`src/rtl/popcnt_sched.sv`:
```
// popcnt_sched: round-robin scheduler sharing one bit-serial ones-counter
// between NREQ requesters. The winner's word is captured into a shift
// register and counted one bit per cycle; the result is returned with the
// requester ID.
// Optional build macro: POPCNT_ZERO_SKIP_EN -- end the count early once the
// remaining shifted word is all zeros (same count, shorter latency).
module popcnt_sched #(
  parameter int N    = 9,
  parameter int NREQ = 4,
  parameter int CW   = $clog2(N+1),
  parameter int IW   = $clog2(NREQ)
) (
  input  logic              clk,
  input  logic              rst_n,
  input  logic [NREQ-1:0]   req,
  input  logic [NREQ*N-1:0] data,
  output logic [NREQ-1:0]   gnt,
  output logic              busy,
  output logic              done,
  output logic [CW-1:0]     count,
  output logic [IW-1:0]     done_id
);

  typedef enum logic [1:0] {IDLE, COUNT, DONE} state_t;

  localparam logic [CW-1:0] LAST = CW'(N-1);

  state_t            state, state_next;
  logic [N-1:0]      shreg;
  logic [CW-1:0]     acc;
  logic [CW-1:0]     acc_sum;
  logic [CW-1:0]     bitcnt;
  logic [IW-1:0]     ptr;
  logic [IW-1:0]     cur_id;
  logic [IW-1:0]     winner;
  logic [IW-1:0]     ptr_next;
  logic              found;
  logic              grant_fire;
  logic              skip;
  logic              finish;
  logic [NREQ-1:0]   onehot;
  logic [N-1:0]      words [NREQ];

  // Unpack the flat data bus into per-requester words and decode the winner.
  for (genvar gi = 0; gi < NREQ; gi++) begin : g_req
    assign words[gi]  = data[gi*N +: N];
    assign onehot[gi] = (winner == IW'(gi));
  end

  // Round-robin pick: first asserted request scanning upward from ptr.
  always_comb begin
    int idx;
    idx    = 0;
    found  = 1'b0;
    winner = '0;
    for (int i = 0; i < NREQ; i++) begin
      idx = int'(ptr) + i;
      if (idx >= NREQ) idx = idx - NREQ;
      if (!found && req[idx]) begin
        found  = 1'b1;
        winner = IW'(idx);
      end
    end
  end

  assign ptr_next = (winner == IW'(NREQ-1)) ? '0 : winner + 1'b1;
  assign acc_sum  = acc + {{(CW-1){1'b0}}, shreg[0]};
  assign busy     = (state != IDLE);

  // State register.
  always_ff @(posedge clk) begin
    if (!rst_n) state <= IDLE;
    else        state <= state_next;
  end

  // Next-state logic plus the grant / finish strobes used by the datapath.
  always_comb begin
    state_next = state;
    grant_fire = 1'b0;
    skip       = 1'b0;
    finish     = 1'b0;
    case (state)
      IDLE: begin
        if (found) begin
          grant_fire = 1'b1;
          state_next = COUNT;
        end
      end
      COUNT: begin
`ifdef POPCNT_ZERO_SKIP_EN
        // Nothing left to count: finish without accumulating this cycle.
        skip = (shreg == '0);
`else
        skip = 1'b0;
`endif
        finish = skip || (bitcnt == LAST);
        if (finish) state_next = DONE;
      end
      DONE:    state_next = IDLE;
      default: state_next = IDLE;
    endcase
  end

  // Datapath: capture on grant, shift/accumulate in COUNT, publish on finish.
  always_ff @(posedge clk) begin
    if (!rst_n) begin
      shreg   <= '0;
      acc     <= '0;
      bitcnt  <= '0;
      ptr     <= '0;
      cur_id  <= '0;
      gnt     <= '0;
      done    <= 1'b0;
      count   <= '0;
      done_id <= '0;
    end else begin
      gnt  <= '0;
      done <= 1'b0;
      if (grant_fire) begin
        shreg  <= words[winner];
        acc    <= '0;
        bitcnt <= '0;
        cur_id <= winner;
        gnt    <= onehot;
        ptr    <= ptr_next;
      end else if (state == COUNT) begin
        if (skip) begin
          count   <= acc;
          done_id <= cur_id;
          done    <= 1'b1;
        end else begin
          acc    <= acc_sum;
          shreg  <= shreg >> 1;
          bitcnt <= bitcnt + 1'b1;
          if (finish) begin
            count   <= acc_sum;
            done_id <= cur_id;
            done    <= 1'b1;
          end
        end
      end
    end
  end

endmodule

```
`config.mk`:
```
export PLATFORM = sky130hd
export DESIGN_NAME = popcnt_sched
export DESIGN_NICKNAME = d
export VERILOG_FILES = /design/src/rtl/popcnt_sched.sv
export SDC_FILE = /design/constraint.sdc
export NUM_CORES = 1
export LEC_CHECK = 0
export CAP_MARGIN = 25
export CELL_PAD_IN_SITES_DETAIL_PLACEMENT = 0
export CELL_PAD_IN_SITES_GLOBAL_PLACEMENT = 1
export CORE_ASPECT_RATIO = 0.9
export CORE_MARGIN = 4
export CORE_UTILIZATION = 35
export DETAILED_ROUTE_END_ITERATION = 8
export PLACE_DENSITY_LB_ADDON = 0.1
export SLEW_MARGIN = 20
export SYNTH_ARGS = -nofsm -noshare
export SYNTH_HDL_FRONTEND = slang
export SYNTH_SLANG_ARGS = --single-unit
```
`constraint.sdc`:
```
create_clock -name clk -period 2.8 [get_ports clk]
set_input_delay 0.7 -clock clk [delete_from_list [all_inputs] [get_ports clk]]
set_output_delay 0.7 -clock clk [all_outputs]
set_load 0.01 [all_outputs]
```
# Word-level counts from Yosys, hierarchy flattened
# Index checks and enable logic that the tools add are counted.
# W data, S select, Z words.
[word_totals]
out_inout_bits = 12
latch_bits = 0
ff_bits = 34
ramBits = 0
mem_bits_ro = 0
inputBits = 42
memories = 0
[op_classes]
n_reduce_logical = 15
n_bitwise = 4
n_addsub = 10
n_eq_ne = 7
n_shift = 0
order_cmp = 9
muxes = 37
n_div = 0
mul = 0
[ops]
columns = ["cell", "count"]
rows = [
  ["$lt A32 B4 Y1 const B", 4],
  ["$mux W32", 4],
  ["$mux W9", 4],
  ["$bmux W9 S2", 1],
  ["$mux W1", 16],
  ["$mux W2", 7],
  ["$ge A3 B3 Y1 const B", 4],
  ["$sub A3 B3 Y4 const B", 3],
  ["$bmux W1 S2", 4],
  ["$add A2 B2 Y3 const B", 2],
  ["$add A4 B1 Y4", 1],
  ["$add A4 B1 Y4 const B", 1],
  ["$eq A2 B1 Y1 const B", 2],
  ["$eq A2 B2 Y1 const B", 2],
  ["$eq A4 B4 Y1 const B", 1],
  ["$logic_not A2 Y1", 2],
  ["$ne A2 B2 Y1 const B", 2],
  ["$pmux W2 S2", 1],
  ["$reduce_and A2 Y1", 2],
  ["$reduce_bool A2 Y1", 2],
  ["$sub A2 B3 Y4 const B", 1],
  ["$add A2 B1 Y3 const B", 1],
  ["$ge A2 B3 Y1 const B", 1],
  ["$logic_and A1 B1 Y1", 3],
  ["7 further kinds", 11],
]

# Longest topological paths before layout
[logic_depth]
ltp_word = 20
mapped_depth = 9
ltp_nobuf = 7

# Worst setup path after synthesis
# OpenSTA, ideal clock, no wires.
[synth_path]
path_kind = "in2reg"
startpoint = "input port req[3]"
endpoint = "register ptr[1]"
setup_slack_ps = 648
arrival_ps = 2019
cell_stages = 9
path_buffers = 2
required_ps = 2668
setup_time_ps = 132
cell_sequence = "or2_2 > and4_4 > buf_6 > nor2_4 > buf_6 > inv_1 > ha_1 > nand2_1 > a21oi_1"
[synth_between]
elab_chain_len = 15
[synth_rtl]
columns = ["element", "line_no", "rtl"]
rows = [
  ["start, declared", "15", "input logic [NREQ-1:0] req,"],
  ["$bmux W1 S2", "59", "if (!found && req[idx]) begin"],
  ["$mux W1 (not written as such) (2 in series)", "59", ""],
  ["$mux W1", "59", ""],
  ["$logic_not A1 Y1", "59", ""],
  ["$logic_and A1 B1 Y1", "59", ""],
  ["$mux W1", "59", ""],
  ["$logic_not A1 Y1", "59", ""],
  ["$logic_and A1 B1 Y1", "59", ""],
  ["$mux W1", "59", ""],
  ["$logic_not A1 Y1", "59", ""],
  ["$logic_and A1 B1 Y1", "59", ""],
  ["$mux W2 (*)", "59", ""],
  ["net winner[0]", "35", "logic [IW-1:0] winner;"],
  ["$add A2 B1 Y2 or $eq A2 B2 Y1 (tied branches)", "66", "assign ptr_next = (winner == IW'(NREQ-1)) ? '0 : winner + 1'b1;"],
  ["$mux W2 (*)", "66", ""],
  ["net ptr_next[1]", "36", "logic [IW-1:0] ptr_next;"],
  ["end signal, assigned", "125", "ptr <= ptr_next;"],
  ["end, declared", "33", "logic [IW-1:0] ptr;"],
]
# The timed path passes the listed nets; every way through them passes the cells marked *. The select of a mux whose other input is x is not followed.
# A chain may end at the register's enable or synchronous reset.

# Final worst setup path
[layout_path]
startpoint = "input port req[3]"
endpoint = "register shreg[8]"
[layout_between]
elab_chain_len = 18
[layout_rtl]
columns = ["element", "line_no", "rtl"]
rows = [
  ["$bmux W1 S2", "59", ""],
  ["$mux W1 (not written as such) (2 in series)", "59", ""],
  ["$mux W1", "59", ""],
  ["$logic_not A1 Y1", "59", ""],
  ["$logic_and A1 B1 Y1", "59", ""],
  ["$mux W1", "59", ""],
  ["$logic_not A1 Y1", "59", ""],
  ["$logic_and A1 B1 Y1", "59", ""],
  ["$mux W1", "59", ""],
  ["$logic_not A1 Y1", "59", ""],
  ["$logic_and A1 B1 Y1", "59", ""],
  ["$mux W2", "59", ""],
  ["$not A2 Y3 (not written as such)", "120", "shreg <= words[winner];"],
  ["$bmux W9 S2", "120", ""],
  ["$mux W9 (not written as such) (2 in series)", "120", ""],
  ["$mux W9", "119", "if (grant_fire) begin"],
  ["end signal, assigned", "120", ""],
  ["end signal, assigned", "133", "shreg <= shreg >> 1;"],
  ["end, declared", "29", "logic [N-1:0] shreg;"],
]
# Several ways; a longest one is shown, not always the timed one. The select of a mux whose other input is x is not followed.

==> impl_metrics.env <==
export IMPL_tightest_slew_ps=641
export IMPL_power_leakage_nw=1.01
export IMPL_cts_sinks=34
export IMPL_clock_root_buffer="clkbuf_8"
export IMPL_yosysMostFrequentCell="dfxtp_1"
export IMPL_outcome="completed"
export IMPL_worst_setup_path_type="input pin to flip-flop"
export IMPL_wl_mm=4.51
export IMPL_post_drt_wl_per_cell_um=13.8
export IMPL_async_flop_share=0
export IMPL_place_ws_ps=124
export IMPL_layout_drive_gt1_share=0.0989
export IMPL_fin_crit_ps=2350
export IMPL_setup_ws_ps=446
export IMPL_ys_seq_area_frac=0.370
export IMPL_hp_start="acc[0]"
export IMPL_finClkSkew_ps=8.04
export IMPL_clk_pin_slew_ps=70
export IMPL_num_antenna_cells=0
export IMPL_dieHeight_um=76.7
export IMPL_drtPass1Iterations=4
export IMPL_synth_cell_types=44
export IMPL_syn_nets=255
export IMPL_cts_resized=0
export IMPL_start_kind="input pin"
export IMPL_clkLatencyLatePin_ps=290
export IMPL_rsz0062_at_grt="false"
export IMPL_grt_pass1_wl_mm=7.67
export IMPL_report_final_slew_viol_count=0
export IMPL_place_gp_congestion=0.764
export IMPL_area_delta_synth_final_pct=38.3
export IMPL_cts_max_path_buffers=2
export IMPL_synth_cells=205
export IMPL_nNetsFinal=312
export IMPL_vias=1622
export IMPL_max_slew_margin_rel=0.571
export IMPL_dieArea_mm2=0.00648
export IMPL_maxCapViolations=0
export IMPL_worst_hold_slack_ps=458
export IMPL_finalHoldViolations=0
export IMPL_synth_edf_count=0
export IMPL_die_w_um=84.4
export IMPL_setup_viol=0
export IMPL_initial_core_util=0.371
export IMPL_p_per_area_mw_per_mm2=505
export IMPL_yosys_warnings=0
export IMPL_cts_tree="done"
export IMPL_yosys_top_cells_count="dfxtp_1 (34), nand2_1 (25), nor2_1 (17)"
export IMPL_critPathRequiredTime_ps=3000
export IMPL_r2r_start="ptr[1]"
export IMPL_overflow=0
export IMPL_antenna_found_initial=0
export IMPL_hpwl_mm=3.43
export IMPL_via_per_inst=4.95
export IMPL_hold_path_class="flip-flop to flip-flop"
export IMPL_synth_flop_cell="dfxtp_1"
export IMPL_grt_max_degree=18
export IMPL_drt_initial_drc_count=92
export IMPL_synth_area_per_cell_um2=8.97
export IMPL_cp_max_fo=10
export IMPL_rows=24
export IMPL_finish_utilization=0.513
export IMPL_fmax_mhz=425
export IMPL_holdBufCountCts=0
export IMPL_yosys_register_bits=34
export IMPL_synth_top_area_frac=0.370
export IMPL_io_pin_count=54
export IMPL_track_usage=0.147
export IMPL_core_region_area_mm2=0.00495
export IMPL_tns_ps=0
export IMPL_io_buffers=53
export IMPL_cts_inserted_buffers=5
export IMPL_synth_area_leaders="dfxtp_1 (37%), mux2i_1 (7.6%), ha_1 (5.4%)"
export IMPL_detail_route_antenna_nets=0
export IMPL_worstPathArrival_ps=2560
export IMPL_htreeDepth=2
export IMPL_synth_area_leader_cell="dfxtp_1"
export IMPL_drc=0
export IMPL_netlist_area_mm2=0.00184
export IMPL_grt_pass1_vias=1523
export IMPL_post_route_period_util=0.841
export IMPL_postCtsSetupBuffers=0
export IMPL_ir_worst_vdd_mv=0.255
export IMPL_cp_end_kind="flip-flop"
export IMPL_worstSetupStartpoint="req[3]"
[layer usage]
layer | GRT usage | share of wire | vias up
met2 | 0.219 | 0.44 | 39
li1 | - | - | 844
met5 | 0 | 0 | -
met4 | 0.0380 | 0.010 | 0
met3 | 0.0504 | 0.053 | 5
met1 | 0.202 | 0.49 | 734
[through the flow]
step	std cells	cell area [µm²]	total power [mW]
floorplan	205	1840	0.759
global placement	320	2430	0.880
detailed placement	320	2430	0.874
CTS	328	2540	1.30
global route	328	2540	1.36
finish	328	2540	1.29
[flip-flops by register name, indices dropped and copies added (netlist names)]
signal,cells
shreg,9
acc,4
bitcnt,4
count,4
gnt,4
cur_id,2
done_id,2
ptr,2
state,2
done,1
[critical path, cell delays in order]
cell             delay [ps]
clkdlybuf4s50_1         480
or4_4                   600
o21bai_2                380
a21oi_1                 150
a221oi_2                240
[cells by family (layout without fill, tap and decap cells)]
group,Yosys count,in the layout,synth area share
mux,14,14,0.0762
simple gates,74,74,0.212
flops,34,34,0.370
xor+xnor,7,7,0.0334
compound gates,52,52,0.205
buf+inv,16,74,0.0483
fa+ha+maj,8,8,0.0545
[area by class of cell]
type / instances / area, µm²
fillers: 482 / 2410
multi-input cells: 155 / 1070
flip-flops and latches: 34 / 681
repair buffers: 59 / 576
clock buffers: 8 / 110
well taps: 65 / 81.3
inverters: 7 / 26.3
[worst paths after layout]
kind              depth (start not counted)  slack, ps       end
setup / recovery                          5        450  shreg[8]
hold / removal                            2        460    acc[0]
setup reg to reg                          7       1040    ptr[1]
hold reg to reg                           2        460    acc[0]
[cells in the final DEF, fill, tap and decap left out, types with 9 or more instances in the layout]
| cell type | netlist | layout |
|---|---|---|
| mux2i_1 | 14 | 14 |
| clkdlybuf4s50_1 | 0 | 53 |
| nor2_1 | 17 | 17 |
| a21oi_1 | 9 | 9 |
| nand2_1 | 25 | 25 |
| dfxtp_1 | 34 | 34 |
[power by group]
| group | leakage [nW] | total, mW | switching (mW) | internal (mW) |
|---|---|---|---|---|
| Sequential | 0.277 | 0.550 | 0.0288 | 0.521 |
| Combinational | 0.675 | 0.313 | 0.148 | 0.165 |
| Clock | 0.0575 | 0.423 | 0.174 | 0.248 |
| Total | 1.01 | 1.29 | 0.351 | 0.934 |
No activity file was read; power rests on OpenSTA's default activity.
